===== src/rtl/twofish_stream_if_if.sv =====
// rtl/twofish_stream_if_if.sv - word stream handshake bundle for the Twofish front/back-end
interface twofish_stream_if_if;
  logic        in_valid;
  logic [31:0] in_data;
  logic        in_ready;
  logic        out_valid;
  logic [31:0] out_data;
  logic        out_ready;

  modport slave (
    input  in_valid, in_data, out_ready,
    output in_ready, out_valid, out_data
  );

  modport master (
    output in_valid, in_data, out_ready,
    input  in_ready, out_valid, out_data
  );
endinterface


===== src/rtl/twofish_stream_if.sv =====
// rtl/twofish_stream_if.sv - word-serial block assembly, settle wait and ciphertext serialiser around a combinational Twofish core
module twofish_stream_if #(
  parameter int SETTLE_CYCLES = 4,
  parameter int CNT_W         = 16
) (
  input  logic                 clk,
  input  logic                 rst,
  input  logic                 key_we,
  input  logic [127:0]         key_i,
  output logic                 key_loaded,
  twofish_stream_if_if.slave   strm,
  output logic                 busy,
  output logic [CNT_W-1:0]     blk_cnt,
  output logic [127:0]         key_o,
  output logic [127:0]         pt_o,
  input  logic [127:0]         ct_i
);

  typedef enum logic [1:0] {LOAD, WAIT, OUT} state_t;

  state_t       state_q, state_d;
  logic [1:0]   wcnt;
  logic [1:0]   oidx;
  logic [7:0]   settle;
  logic [127:0] ct_q;
  logic         out_valid_q;
  logic [31:0]  out_data_q;
  logic         key_take, in_hs, out_hs;
  logic         last_in, capture, last_out;

  function automatic logic [31:0] word_sel(input logic [127:0] blk, input logic [1:0] idx);
    logic [31:0] w;
    case (idx)
      2'd0: w = blk[127:96];
      2'd1: w = blk[95:64];
      2'd2: w = blk[63:32];
      2'd3: w = blk[31:0];
    endcase
    return w;
  endfunction

  // A key load takes priority over the first word of a block in the same cycle.
  assign key_take      = key_we & (state_q == LOAD) & (wcnt == 2'd0);
  assign strm.in_ready = key_loaded & (state_q == LOAD) & ~(key_we & (wcnt == 2'd0));
  assign busy          = (state_q != LOAD) | (wcnt != 2'd0);
  assign in_hs         = strm.in_valid & strm.in_ready;
  assign out_hs        = out_valid_q & strm.out_ready;
  assign strm.out_valid = out_valid_q;
  assign strm.out_data  = out_data_q;

  always_ff @(posedge clk) begin
    if (rst) state_q <= LOAD;
    else     state_q <= state_d;
  end

  always_comb begin
    state_d  = state_q;
    last_in  = 1'b0;
    capture  = 1'b0;
    last_out = 1'b0;
    case (state_q)
      LOAD: if (in_hs && wcnt == 2'd3) begin
        last_in = 1'b1;
        state_d = WAIT;
      end
      WAIT: if (settle == 8'd1) begin
        capture = 1'b1;
        state_d = OUT;
      end
      OUT: if (out_hs && oidx == 2'd3) begin
        last_out = 1'b1;
        state_d  = LOAD;
      end
      default: state_d = LOAD;
    endcase
  end

  always_ff @(posedge clk) begin
    if (rst) begin
      wcnt        <= 2'd0;
      oidx        <= 2'd0;
      settle      <= 8'd0;
      ct_q        <= '0;
      out_valid_q <= 1'b0;
      out_data_q  <= '0;
      blk_cnt     <= '0;
      key_o       <= '0;
      pt_o        <= '0;
      key_loaded  <= 1'b0;
    end else begin
      if (key_take) begin
        key_o      <= key_i;
        key_loaded <= 1'b1;
      end
      if (in_hs) begin
        wcnt <= wcnt + 2'd1;
        case (wcnt)
          2'd0: pt_o[127:96] <= strm.in_data;
          2'd1: pt_o[95:64]  <= strm.in_data;
          2'd2: pt_o[63:32]  <= strm.in_data;
          2'd3: pt_o[31:0]   <= strm.in_data;
        endcase
      end
      // The core output is only trusted once the settle count has run out.
      if (last_in)
        settle <= 8'(SETTLE_CYCLES);
      else if (state_q == WAIT)
        settle <= settle - 8'd1;
      if (capture) begin
        ct_q        <= ct_i;
        oidx        <= 2'd0;
        out_valid_q <= 1'b1;
        out_data_q  <= ct_i[127:96];
      end else if (out_hs) begin
        oidx       <= oidx + 2'd1;
        out_data_q <= word_sel(ct_q, oidx + 2'd1);
        if (last_out) begin
          out_valid_q <= 1'b0;
          blk_cnt     <= blk_cnt + {{(CNT_W-1){1'b0}}, 1'b1};
        end
      end
    end
  end

endmodule


===== src/flat_wrapper.sv =====
// flat-port wrapper written by rule: the top's interface ports become plain ports
module twofish_stream_if_flat 
#(
  parameter int SETTLE_CYCLES = 4,
  parameter int CNT_W         = 16
)
  (clk, rst, key_we, key_i, key_loaded, busy, blk_cnt, key_o, pt_o, ct_i, strm_in_valid, strm_in_data, strm_out_ready, strm_in_ready, strm_out_valid, strm_out_data);
  twofish_stream_if_if strm_i ();
  input  logic clk;
  input  logic rst;
  input  logic key_we;
  input  logic [127:0] key_i;
  output logic key_loaded;
  output logic busy;
  output logic [CNT_W-1:0] blk_cnt;
  output logic [127:0] key_o;
  output logic [127:0] pt_o;
  input  logic [127:0] ct_i;
  input wire logic [$bits(strm_i.in_valid)-1:0] strm_in_valid;
  input wire logic [$bits(strm_i.in_data)-1:0] strm_in_data;
  input wire logic [$bits(strm_i.out_ready)-1:0] strm_out_ready;
  output wire logic [$bits(strm_i.in_ready)-1:0] strm_in_ready;
  output wire logic [$bits(strm_i.out_valid)-1:0] strm_out_valid;
  output wire logic [$bits(strm_i.out_data)-1:0] strm_out_data;
  assign strm_i.in_valid = strm_in_valid;
  assign strm_i.in_data = strm_in_data;
  assign strm_i.out_ready = strm_out_ready;
  assign strm_in_ready = strm_i.in_ready;
  assign strm_out_valid = strm_i.out_valid;
  assign strm_out_data = strm_i.out_data;
  twofish_stream_if #(.SETTLE_CYCLES(SETTLE_CYCLES), .CNT_W(CNT_W)) u_core (.clk(clk), .rst(rst), .key_we(key_we), .key_i(key_i), .key_loaded(key_loaded), .strm(strm_i), .busy(busy), .blk_cnt(blk_cnt), .key_o(key_o), .pt_o(pt_o), .ct_i(ct_i));
endmodule

===== config.mk =====
export PLATFORM = sky130hd
export DESIGN_NAME = twofish_stream_if_flat
export DESIGN_NICKNAME = d
export VERILOG_FILES = /design/src/rtl/twofish_stream_if_if.sv /design/src/rtl/twofish_stream_if.sv /design/src/flat_wrapper.sv
export SDC_FILE = /design/constraint.sdc
export NUM_CORES = 1
export LEC_CHECK = 0
export CAP_MARGIN = 20
export CORE_AREA = 2 2 232 234
export DETAILED_ROUTE_END_ITERATION = 8
export DIE_AREA = 0 0 234 236
export HOLD_SLACK_MARGIN = 0.12
export PLACE_DENSITY = 0.7
export SYNTH_ARGS = -nofsm -noshare
export SYNTH_HDL_FRONTEND = slang
export SYNTH_SLANG_ARGS = --single-unit

===== constraint.sdc =====
create_clock -name clk -period 4.5 [get_ports clk]
set_input_delay 1.125 -clock clk [delete_from_list [all_inputs] [get_ports clk]]
set_output_delay 1.125 -clock clk [all_outputs]
set_load 0.02 [all_outputs]

==> results by group <==
Critical path
  • CP top delay family: buffers and inverters
  • Crit-path max cell delay: 630 ps
  • Worst Path Buf+Inv: 2
  • Data required time of the worst path: 3380 ps
  • Critical path's slowest cell: clkdlybuf4s50_1
  • Setup crit start kind: primary input
  • Reg2reg start: u_core.state_q[0]
  • CP Capture Type: output port
  • FF-to-FF End: u_core.ct_q[1]
  • Worst Path Max Fanout: 3
  • Flop2flop setup slack: around 1900 ps
  • Critical path arrival: approximately 2600 ps
  • Cell mode on critical path: clkdlybuf4s50_1
  • Path depth of the worst reg2reg path: 5
  • CP Cell Sequence: clkdlybuf4s50_1 > a21boi_2 > and2_1 > clkdlybuf4s50_1
  • Kind of critical path: in -> out

Timing
  • Crit share post-route: a little over four fifths
  • Count of pins over their slew limit: 0
  • Max Freq: approximately 0.27 GHz
  • Setup TNS: 0 ps
  • Final hold violations: 0
  • Tmin final: 3750 ps
  • Final setup viols: 0
  • Worst Max-Slew Pin Slew: approximately 1100 ps
  • Worst Clk Skew: 16.6 ps
  • Rel. slew slack: between 20 and 30%
  • RSZ-0062 raised after global routing: false

Detailed routing
  • DRT antenna net count: 0
  • WL final: 60.0 mm
  • Vias: approximately 17,000
  • First-pass DRT Iterations: 5
  • Vias per cell: between 4 and 5
  • DRT iter0 DRCs: 1,254
  • WL/cell: about 18 microns
  • Drt drc: 0

Die
  • Die X: 234 microns
  • Die H: around 240 microns
  • Core area: about 0.053 sq mm
  • Starting Density: 31.8%
  • Top Ports: roughly 600
  • Full die area: around 0.055 sq mm
  • Rows: between 80 and 90

Run status
  • Status: completed

Min path
  • Hold-critical path depth: 2
  • Hold wc startpoint: u_core.key_o[125]
  • Worst hold-check path type: reg -> reg
  • Hold EP: u_core.key_o[125]

Clock network
  • CTS Hold Bufs: 0
  • Post-cts resize count: 0
  • CTS buffer count: 49
  • Maximum clock path buffer count: 3
  • Clock Latency Late Sink: 580 ps
  • Clock sink count: around 450
  • Clock slew at reported path FFs: roughly 60 ps
  • H-tree levels: 2
  • Root Driver: clkbuf_16
  • Post-CTS setup repair buffer count: 0
  • CTS tree: built

Global route
  • GRT Util Overall: between 20% and 30%
  • Vias in the first global route: between 15,000 and 20,000
  • Global-route wire length before repair: approximately 90 mm
  • Initial antenna violation count: 7
  • Pin count of the biggest net entering global routing: about 170
  • Remaining global-route overflow: 0
  • Routing usage on met3: approximately 6.6%
  • M2 GR Usage: around 34%
  • M1 GR Usage: between 20% and 30%
  • Top Usage Layer GRT: met2

Power and ir drop
  • P per Cell Area: about 360 mW/mm^2
  • P_leak: 8.39 nW
  • Peak VDD IR: about 0.25 mV

Synthesis
  • Seq/Total Area, Yosys: 53.1%
  • Synthesized flop and latch total: about 450
  • Mapped Area: 0.0169 sq mm
  • Syn. warnings: 0
  • Syn Area/Cell: 7.88 sq um
  • Distinct cells, synth: 39
  • Mapped Cells: about 2,100
  • Synth Net Count: 2,447

Layout
  • Layout area overhead: 47.5%
  • Layout net count: around 3,000
  • Share of layout cells above drive strength 1: under 10%
  • Post-layout util: a little under half
  • Fin area: between 0.02 and 0.025 sq mm

Place
  • Global placer's final weighted congestion: 0.945
  • IO Port Bufs: 600
  • Area after detailed placement: approximately 0.023 sq mm
  • Post-DP HPWL: ~41 mm

Run
  • Maxcap violations: 0
[stage by stage]
stage / hold WS, ps / total power [mW] / cells / setup WS, ps
2_1_floorplan: 436 / 4.49 / 2142 / 1740
3_3_place_gp: 438 / 5.01 / 3296 / 739
3_5_place_dp: 444 / 5.02 / 3296 / 754
4_1_cts: 451 / 8.96 / 3383 / 736
5_1_grt: 468 / 9.17 / 3391 / 707
6_report: 452 / 8.85 / 3391 / 749
[where the power goes]
part	total (mW)	internal, mW	switching, mW
combinational	0.841	0.428	0.413
clock	3.91	2.28	1.64
sequential	4.10	4.05	0.0487
total	8.85	6.75	2.10
[area by class of cell]
type	instances	area (sq um)
inverter	40	150
fill	5107	28200
antenna	6	15.0
multi-input combinational	1486	7020
tap	696	871
sequential	448	8970
clock inverter	15	140
timing repair buffer	628	6330
clock buffer	72	1410
[worst max-delay path by stage]
stage,to,depth (start not counted),slack (ps),from
after floorplan,strm_in_ready,2,1740,key_we
after global placement,strm_in_ready,4,740,key_we
after detailed placement,strm_in_ready,4,750,key_we
after CTS,strm_in_ready,4,740,key_we
after global routing,strm_in_ready,4,710,key_we
final,strm_in_ready,4,750,key_we
[routing by layer]
layer	wire length, microns	vias to the layer above
li1	-	8116
met2	28300	580
met1	24400	7769
met4	2110	2
met5	13	-
met3	5210	129
[registers in the layout (all words and copies together) (netlist names), 2 cells and up]
name and flops:
u_core.wcnt 2, u_core.oidx 2, u_core.ct_q 128, u_core.strm.out_data 32, u_core.settle 8, u_core.key_o 128
u_core.blk_cnt 16, u_core.pt_o 128, u_core.state_q 2
[placed cells by master, fill, tap and decap left out, drive strengths merged, types with 8 or more instances in the layout]
cell type / n
nor2: 50
ha: 12
a21oi: 425
and4: 10
nand2: 778
buf: 29
a221oi: 32
clkinv: 11
inv: 42
xor2: 8
xnor2: 9
dfxtp: 448
nor3: 42
a22oi: 32
clkbuf: 72
a211oi: 32
clkdlybuf4s50: 599
nand4: 8
[Yosys cell counts]
| library cell | n | area share, % |
|---|---|---|
| nand2_1 | 778 | 17 |
| dfxtp_1 | 448 | 53 |
| a21oi_1 | 425 | 13 |
| clkbuf_1 | 107 | 2.4 |
| nor2_1 | 50 | 1.1 |
| buf_2 | 44 | 1.3 |
| nor3_1 | 42 | 1.2 |
| inv_1 | 40 | 0.89 |
| a211oi_1 | 32 | 1.4 |
| a221oi_1 | 32 | 1.7 |
| a22oi_1 | 32 | 1.4 |
| ha_1 | 12 | 0.89 |
| and4_1 | 10 | 0.52 |
| xnor2_1 | 9 | 0.47 |
| buf_6 | 8 | 0.53 |
| nand4_1 | 8 | 0.30 |
| xor2_1 | 8 | 0.42 |
| and3_1 | 7 | 0.26 |
| nand3_1 | 7 | 0.21 |
| buf_1 | 4 | 0.089 |
| buf_4 | 4 | 0.18 |
| nor2b_1 | 4 | 0.15 |
| o21ai_0 | 4 | 0.12 |
| and2_1 | 3 | 0.11 |
| mux2i_1 | 3 | 0.18 |
| or4_1 | 3 | 0.13 |
| and4b_1 | 2 | 0.12 |
| nand2b_1 | 2 | 0.074 |
| nand3b_1 | 2 | 0.089 |
| nand4b_1 | 2 | 0.10 |
| o31ai_1 | 2 | 0.089 |
| a21boi_2 | 1 | 0.067 |
| a31o_2 | 1 | 0.052 |
| and3b_1 | 1 | 0.052 |
| buf_8 | 1 | 0.089 |
| mux2_2 | 1 | 0.067 |
| nor3b_2 | 1 | 0.074 |
| nor4_2 | 1 | 0.074 |
| or3_1 | 1 | 0.037 |
[cell families after synthesis]
family	count (synthesis)	synth area share, %
and+or+nand+nor	924	22.0
DFF	448	53.1
adders and majority gates	12	0.889
xor gates and xnor gates	17	0.882
AOI/OAI and AO/OA	529	17.4
muxes	4	0.245
buffers and inverters	208	5.46
[worst reg2reg max path: stages, from the launching register on]
cell	delay [ps]
dfxtp_1	440
nor3b_2	390
and4b_4	880
buf_12	460
nand2_1	200
a21oi_1	160
(Power assumes the default switching activity.)
==> edit, RTL diff (same flow settings) <==
`CNT_W` is set to 16 in 2 places; all go to 18.
--- a/src/rtl/twofish_stream_if.sv
+++ b/src/rtl/twofish_stream_if.sv
@@ -1,7 +1,7 @@
 // rtl/twofish_stream_if.sv - word-serial block assembly, settle wait and ciphertext serialiser around a combinational Twofish core
 module twofish_stream_if #(
   parameter int SETTLE_CYCLES = 4,
-  parameter int CNT_W         = 16
+  parameter int CNT_W         = 18
 ) (
   input  logic                 clk,
   input  logic                 rst,
--- a/src/flat_wrapper.sv
+++ b/src/flat_wrapper.sv
@@ -2,7 +2,7 @@
 module twofish_stream_if_flat 
 #(
   parameter int SETTLE_CYCLES = 4,
-  parameter int CNT_W         = 16
+  parameter int CNT_W         = 18
 )
   (clk, rst, key_we, key_i, key_loaded, busy, blk_cnt, key_o, pt_o, ct_i, strm_in_valid, strm_in_data, strm_out_ready, strm_in_ready, strm_out_valid, strm_out_data);
   twofish_stream_if_if strm_i ();
Ports: changed (resized blk_cnt); port bits go from 601 to 603. The function was not compared with the original's and may differ.
==> edit against the original RTL <==
Synthesized cell count is 0.51% higher. First-iteration DRC count is 15% lower. Count of clock-buffer cells in the layout rose by 6. Cell area up 0.31%. Total power up 0.34%. Sequential cell count is 2 higher. Worst setup slack lost 61 ps. Routed wire length is 0.73% lower. Synthesized area shrank 0.25%. Critical path depth unchanged. Highest routed layer unchanged.
==> edit: results (changes against the original RTL) <==
* Largest registers ranked by flip-flop count: u_core.ct_q x128, u_core.key_o x128, u_core.pt_o x128
* Syn_nets at 2,458 (+0.45%)
* Clock input transition at the sequential cells of the worst setup and hold paths at 60 ps (about the same)
* Commonest cells in the synthesized netlist: nand2_1, dfxtp_1, a21oi_1, clkbuf_1, nor2_1
* Headroom to the max-slew limit at 41.0% (+12 points)
* Cell leakage power at 0.00834 µW (-0.61%)
* Vias per cell at 4.95 (+1.1%)
* Drt initial violations at 1,065 (-15%)
* Maximum clock insertion buffer count at 3 (unchanged)
* Global-route wire length before repair at 89.7 mm (-0.76%)
* Run status: finished, final reports clean
* Maximum level of the CTS H-tree at 2 (unchanged)
* Largest net degree at the start of global routing at 163 (-1.2%)
* Total number of yosys warnings at 0 (unchanged)
* Worst Setup Slack post-DPL at 679 ps (-75.6 ps)
* Number of gates resized after CTS at 0 (unchanged)
* Wire length per cell after detailed routing at 17.5 µm (-1.1%)
* Async SR Flop Fraction at 0% (unchanged)
* Proportion of synthesized chip area in sequential cells at 53.5% (+0.37 points)
* GRT Total Usage at 20.4% (-0.32 points)
* Hold crit path type: register to register
* Vias in the first global route at 16,300 (+1.8%)
* Max IR drop VDD at 0.291 mV (+18%)
* Critical path data arrival time at 2690 ps (+60 ps)
* Count of buffers inserted at the top-level ports at 602 (+0.33%)
* Final RePlAce weighted congestion at 0.872 (-7.8%)
* Number of iterations in the first detailed-routing pass at 7 (+2)
* Post-detailed-placement half-perimeter wirelength at 41.2 mm (+0.47%)
* Cell types with the largest area share after synthesis: dfxtp_1, nand2_1, a21oi_1
* Fraction of final layout cells with drive strength greater than 1 at 4.07% (-0.020 points)
* Worst clock skew on the final layout at 30.5 ps (+13.9 ps)
* Yosys cell types at 37 (-5.1%)
* Final-stage net count at 2,971 (+0.44%)
* TritonCTS Buffers at 50 (+2.0%)
[edit: cell types whose count changed after synthesis, sizes merged, moves of 3 or more]
cell and change:
clkbuf +28, and4 -5, nor2b -3, and3 -5, a21oi +4, or4 +4
inv +3, o21ai +4, or3 +6, nor4 +3, buf -28
[edit: final cells by class]
cell class                      count  area, µm²
Clock inverter                     10       90.1
Antenna cell                        6       15.0
Multi-Input combinational cell   1492       7030
Clock buffer                       78       1490
Inverter                           43        161
Tap cell                          696        871
Fill cell                        5029      28100
Timing Repair Buffer              629       6310
Sequential cell                   450       9010
[edit: worst paths after layout]
path	to	depth (start not counted)	slack (ps)	start
worst min-delay path	u_core.pt_o[100]	2	450	u_core.pt_o[100]
worst max-delay path	strm_in_ready	4	690	key_we
worst max register to register	u_core.strm.out_data[9]	6	2020	u_core.oidx[0]
worst min register to register	u_core.pt_o[100]	2	450	u_core.pt_o[100]
[edit: report_power, final]
group	internal, µW	total (µW)	switching, µW
Sequential	4070	4110	44.2
Combinational	428	837	408
Clock	2270	3930	1660
Total	6770	8880	2120
[edit: per-layer routing]
| metal | vias to the layer above | share of wire [%] | track usage (%) |
|---|---|---|---|
| met1 | 7955 | 39 | 23.5 |
| met2 | 577 | 48 | 34.1 |
| met4 | 2 | 4.2 | 9.63 |
| li1 | 8183 | - | - |
| met5 | - | 0.022 | 0 |
| met3 | 134 | 8.4 | 6.48 |
[edit: logic make-up after synthesis]
family | Yosys count | share of synthesized area [%]
muxes | 2 | 0.119
xor gates and xnor gates | 17 | 0.884
and+or+nand+nor | 921 | 21.9
AOI/OAI and AO/OA | 540 | 17.8
buffers and inverters | 211 | 4.90
adders and majority gates | 12 | 0.892
DFF | 450 | 53.5
[edit: critical path, cell delays in order]
cell	delay [ps]
clkdlybuf4s50_1	480
a21boi_1	210
and2_1	170
clkdlybuf4s50_1	700
[edit: through the flow]
step	hold WS [ps]	instances	area, µm²
2_1_floorplan	436	2153	16800
3_3_place_gp	441	3310	23400
3_5_place_dp	446	3310	23400
4_1_cts	454	3398	25000
5_1_grt	468	3404	25000
6_report	451	3404	25000
